`src/rtl/strided_buffer_writer.sv`:
```
// Fills the column-interleaved feature-map banks from a raster-order beat stream.
// Optional STRIDED_BUF_WR_BOUND_CHECK_EN: drop out-of-range writes and raise a sticky err.
module strided_buffer_writer #(
  parameter int N_BUF_X    = 10,
  parameter int B_BUF_ADDR = 9,
  parameter int B_SHAPE    = 25,
  parameter int DATA_WIDTH = 64,
  parameter int B_ACC      = 18
) (
  input  logic                           clk,
  input  logic                           rstn,
  input  logic                           start,
  input  logic [B_SHAPE-1:0]             ftm_shape,
  input  logic [DATA_WIDTH-1:0]          s_tdata,
  input  logic                           s_tvalid,
  output logic                           s_tready,
  output logic [N_BUF_X-1:0]             wr_en,
  output logic [B_BUF_ADDR*N_BUF_X-1:0]  wr_addr,
  output logic [DATA_WIDTH-1:0]          wr_data,
  output logic                           busy,
  output logic                           done,
  output logic                           err
);
  localparam int XW = (N_BUF_X > 1) ? $clog2(N_BUF_X) : 1;

  typedef enum logic [1:0] {IDLE, CALC, LOAD, DONE} state_t;
  state_t state;

  logic [8:0]            w_q, h_q, x, y;
  logic [6:0]            n_q, k, c;
  logic [XW-1:0]         x_rem;
  logic [B_ACC-1:0]      col_step, col_base, row_base;
  logic [B_BUF_ADDR-1:0] addr;
  logic                  ovf, last_c, last_x, last_y;

`ifdef STRIDED_BUF_WR_BOUND_CHECK_EN
  logic [B_ACC-1:0] addr_full;
  assign addr_full = row_base + col_base + B_ACC'(c);
  assign addr      = addr_full[B_BUF_ADDR-1:0];
  assign ovf       = |addr_full[B_ACC-1:B_BUF_ADDR];
`else
  assign addr = B_BUF_ADDR'(row_base + col_base + B_ACC'(c));
  assign ovf  = 1'b0;
  assign err  = 1'b0;
`endif

  assign last_c = (c == n_q - 7'd1);
  assign last_x = (x == w_q - 9'd1);
  assign last_y = (y == h_q - 9'd1);

  always_ff @(posedge clk) begin
    if (!rstn) begin
      state    <= IDLE;
      w_q      <= '0;
      h_q      <= '0;
      n_q      <= '0;
      k        <= '0;
      c        <= '0;
      x        <= '0;
      x_rem    <= '0;
      y        <= '0;
      col_step <= '0;
      col_base <= '0;
      row_base <= '0;
      s_tready <= 1'b0;
      wr_en    <= '0;
      wr_addr  <= '0;
      wr_data  <= '0;
      busy     <= 1'b0;
      done     <= 1'b0;
`ifdef STRIDED_BUF_WR_BOUND_CHECK_EN
      err      <= 1'b0;
`endif
    end else begin
      wr_en   <= '0;
      wr_addr <= '0;
      done    <= 1'b0;
      case (state)
        IDLE: if (start) begin
          w_q      <= ftm_shape[8:0];
          h_q      <= ftm_shape[17:9];
          n_q      <= ftm_shape[24:18];
          col_step <= '0;
          k        <= '0;
          c        <= '0;
          x        <= '0;
          x_rem    <= '0;
          y        <= '0;
          col_base <= '0;
          row_base <= '0;
          busy     <= 1'b1;
          if (ftm_shape[8:0] == 9'd0 || ftm_shape[17:9] == 9'd0 || ftm_shape[24:18] == 7'd0)
            state <= DONE;
          else
            state <= CALC;
        end
        // col_step = n*h by repeated addition, one add per cycle
        CALC: begin
          col_step <= col_step + B_ACC'(h_q);
          k        <= k + 7'd1;
          if (k == n_q - 7'd1) begin
            state    <= LOAD;
            s_tready <= 1'b1;
          end
        end
        LOAD: if (s_tvalid) begin
          wr_data <= s_tdata;
          if (!ovf) begin
            wr_en[x_rem]                            <= 1'b1;
            wr_addr[x_rem*B_BUF_ADDR +: B_BUF_ADDR] <= addr;
          end
`ifdef STRIDED_BUF_WR_BOUND_CHECK_EN
          else err <= 1'b1;
`endif
          if (!last_c) begin
            c <= c + 7'd1;
          end else begin
            c <= '0;
            if (last_x) begin
              x        <= '0;
              x_rem    <= '0;
              col_base <= '0;
              row_base <= row_base + B_ACC'(n_q);
              y        <= y + 9'd1;
            end else begin
              x <= x + 9'd1;
              if (x_rem == XW'(N_BUF_X - 1)) begin
                x_rem    <= '0;
                col_base <= col_base + col_step;
              end else begin
                x_rem <= x_rem + XW'(1);
              end
            end
          end
          if (last_c && last_x && last_y) begin
            state    <= DONE;
            s_tready <= 1'b0;
            done     <= 1'b1;
          end
        end
        // Entered from LOAD with done already pulsing; from the empty-shape path it pulses here.
        DONE: begin
          if (!done) begin
            done <= 1'b1;
          end else begin
            busy  <= 1'b0;
            state <= IDLE;
          end
        end
        default: state <= IDLE;
      endcase
    end
  end
endmodule

```
`config.mk`:
```
export PLATFORM = sky130hd
export DESIGN_NAME = strided_buffer_writer
export DESIGN_NICKNAME = d
export VERILOG_FILES = /design/src/rtl/strided_buffer_writer.sv
export SDC_FILE = /design/constraint.sdc
export NUM_CORES = 1
export LEC_CHECK = 0
export CAP_MARGIN = 15
export CORE_ASPECT_RATIO = 1.75
export CORE_MARGIN = 3
export CORE_UTILIZATION = 55
export CTS_BUF_LIST = sky130_fd_sc_hd__clkbuf_2
export CTS_CLUSTER_SIZE = 28
export DETAILED_ROUTE_END_ITERATION = 6
export PLACE_DENSITY = 0.83
export SYNTH_ARGS = -nofsm -noshare
export SYNTH_HDL_FRONTEND = slang
export SYNTH_SLANG_ARGS = --single-unit
export TNS_END_PERCENT = 20
```
`constraint.sdc`:
```
create_clock -name clk -period 5.8 [get_ports clk]
set_input_delay 1.16 -clock clk [delete_from_list [all_inputs] [get_ports clk]]
set_output_delay 1.16 -clock clk [all_outputs]
set_load 0.05 [all_outputs]
```
==> impl_metrics.tcl <==
set metrics [dict create \
    setup_viol 0 \
    reg2reg_to "wr_addr[17]" \
    start_util_pct 56.26 \
    crit_fanout 8 \
    hold_path_class "reg -> reg" \
    cts_buffers 56 \
    timing.rr.start "c[1]" \
    routed.top_layer "met4" \
    syn_inst 1281 \
    drive_above_1_share_pct 7.156 \
    p_leak_nw 5.523 \
    routedWlPerCell_um 16.60 \
    clk_latency_ns 0.87 \
    cp-start-kind "flop" \
    dr_wl_met3_um 2732 \
    rows 69 \
    required_ns 6.50 \
    tightest_slew_ns 1.024 \
    fmax_ghz 0.2882 \
    synth_compound_area_share_pct 15.89 \
    fin_crit_ns 3.470 \
    ff2ff_path_depth 11 \
    synth_top_family_by_area "simple AND/OR/NAND/NOR gates" \
    wl_um 30350 \
    yosys.area_share.simple_pct 21.83 \
    route.detailed.drc 0 \
    muxShareOfSynthArea_pct 0.4475 \
    dp_hpwl_um 22670 \
    dr_wl_met2_um 15880 \
    ioPinCount 261 \
    crit_family "compound AO/OA/AOI/OAI gates" \
    status "finished, final reports clean" \
    critPathMaxStageDelay_ns 0.53 \
    min_from "wr_data[2]" \
    place_area_um2 14140 \
    ctsHoldBuffers 0 \
    synth_seq_area_share_pct 44.88 \
    period_share_pct 59.83 \
    critPathSlowestCell "fa_1" \
    synth_area_leaders "dfxtp_1, nand2_1, a21boi_0" \
    synth_xor_area_share_pct 6.265 \
    die_area_um2 22680 \
    synth_fa_ha_area_share_pct 7.269 \
    place_congestion 0.8639 \
    setup-tns-final_ns 0 \
    core-area_um2 20370 \
    reg2reg_slack_ns 2.33 \
    cts-root-buf "clkbuf_2" \
    endpoint_kind "flop" \
    via_per_inst 5.548 \
    drt_pre_antenna_iters 5 \
    fillers 1608 \
    rsz0062_at_grt "false" \
    yosysUniqueCellTypes 77 \
    slew-limit-headroom_pct 31.74 \
    p_per_area_nw_per_um2 306.3 \
    postCtsSetupBuffers 0 \
    ys_ff_latch 257 \
    yosysMostFrequentCell "dfxtp_1" \
    synthFlopType "dfxtp_1" \
    grt_pass1_wl_um 48610 \
    avgSynthCellArea_um2 8.949 \
    cp.arrival_ns 4.17 \
    clk_pin_slew_ns 0.14 \
    synth_fp_nets 1434 \
    postCtsResizedCells 0 \
    grt_overflow_total 0 \
    grt_max_degree 89 \
    yosys_warnings 0 \
    slew_violations 0 \
    synth_top_area_share_pct 44.88 \
    grtUsageTotal_pct 26.19 \
    fp.dieW_um 115.1 \
    port_buffers 259 \
    hold_viol_final 0 \
    synth_area_um2 11460 \
    dr.first_iter.drc_count 518 \
    met1_length_um 10310 \
    ir_drop_uv 324.7 \
    cp.buffers_inverters 2 \
    num_vias 10140 \
    max_cap_viol_count 0 \
    worstSetupPathType "reg -> reg" \
    dieHeight_um 197.0 \
    synthArstFlopShare_pct 0 \
    path_cells "inv_1 > fa_1 > inv_1 > ha_1 > a21o_1 > a21oi_1 > o21bai_1 > a2111oi_0 > or3_1 > nand3_1 > nor3_1" \
    cts.sinks 257 \
    synth_common_cells "dfxtp_1, nand2_1, nor2_1, a21boi_0, clkbuf_1" \
    synth_edf_count 0 \
    htreeDepth 2 \
    ant_nets 0 \
    clock_skew_ns 0.09022 \
    grt_antenna_before_repair 1 \
    holdPathStages 2 \
    crit_top_cell "inv_1" \
    first_global_vias 10380 \
    hold-path-endpoint "wr_data[2]" \
    cts_tree "built" \
    yosys.area.top_type "dfxtp_1" \
    area_growth_pct 27.94 \
    fin_area_um2 14670 \
    clk_path_buf_depth 3 \
    fin_nets 1692 \
]
logic make-up (layout without fill, tap and decap cells):
logic type,after synthesis,in the layout
fa+ha+maj,60,60
buf+inv,95,393
flops,257,257
mux,5,5
compound gates,252,252
simple gates,537,537
xor+xnor,74,74
other cells,1,2
cells in the final DEF (no fill, tap or decap), types with 34 or more instances in the layout:
master,n
dfxtp_1,257
xor2_1,35
clkdlybuf4s50_1,258
ha_1,49
clkbuf_2,76
nor2_1,122
a21boi_0,97
nor3_1,39
xnor2_1,34
nand2_1,224
sequential cells by signal, indices dropped and copies added (netlist names), 2 cells and up:
register	cells
col_base	9
w_q	9
c	7
n_q	7
wr_addr	90
wr_en	10
k	7
wr_data	64
x	9
x_rem	4
row_base	9
y	9
col_step	9
h_q	9
state	2
final cells by class:
cell class,count,area [um2],share of cell area (%)
diodes,1,2.502,0.01706
well taps,248,310.3,2.116
inverters,31,116.4,0.7934
clock buffers,76,380.4,2.593
repair buffers,264,2628,17.91
clock inverters,22,143.9,0.9811
flip-flops and latches,257,5145,35.08
multi-input cells,929,5941,40.50
worst min-delay path, stage by stage, from the launching register on:
cell and delay (ns):
dfxtp_1 0.32, nand2_1 0.04, a21boi_0 0.06
power breakdown:
part,switching [mW],internal (mW),total (mW)
clock network,0.695,0.447,1.14
registers,0.117,1.86,1.98
logic,0.912,0.460,1.37
total,1.72,2.77,4.49
worst max path at each step:
stage,start,to,slack (ns),cells past startpoint
finish,c[1],wr_addr[17],2.33,11
global route,c[1],wr_addr[17],2.16,11
CTS,c[1],wr_addr[17],2.37,11
detailed placement,start,col_base[8],2.08,8
global placement,start,col_base[8],2.17,8
floorplan,c[1],wr_addr[16],2.83,13
routing by layer:
layer,track usage [%],vias to the layer above
li1,-,4951
met1,24.09,4674
met2,49.51,432
met3,8.510,85
met4,13.75,0
met5,0,-
per-stage QoR:
step	cells	worst slack (ns)	utilization, %	total power [mW]	hold WS, ns
detailed placement	1729	2.082	69.40	3.373	0.4575
CTS	1827	2.374	71.97	4.508	0.4716
global route	1828	2.163	71.98	4.719	0.4918
floorplan	1281	2.830	-	2.980	0.4551
finish	1828	2.330	71.98	4.492	0.4672
global placement	1729	2.166	69.40	3.336	0.4483
Power figures use the tool's default switching activity.
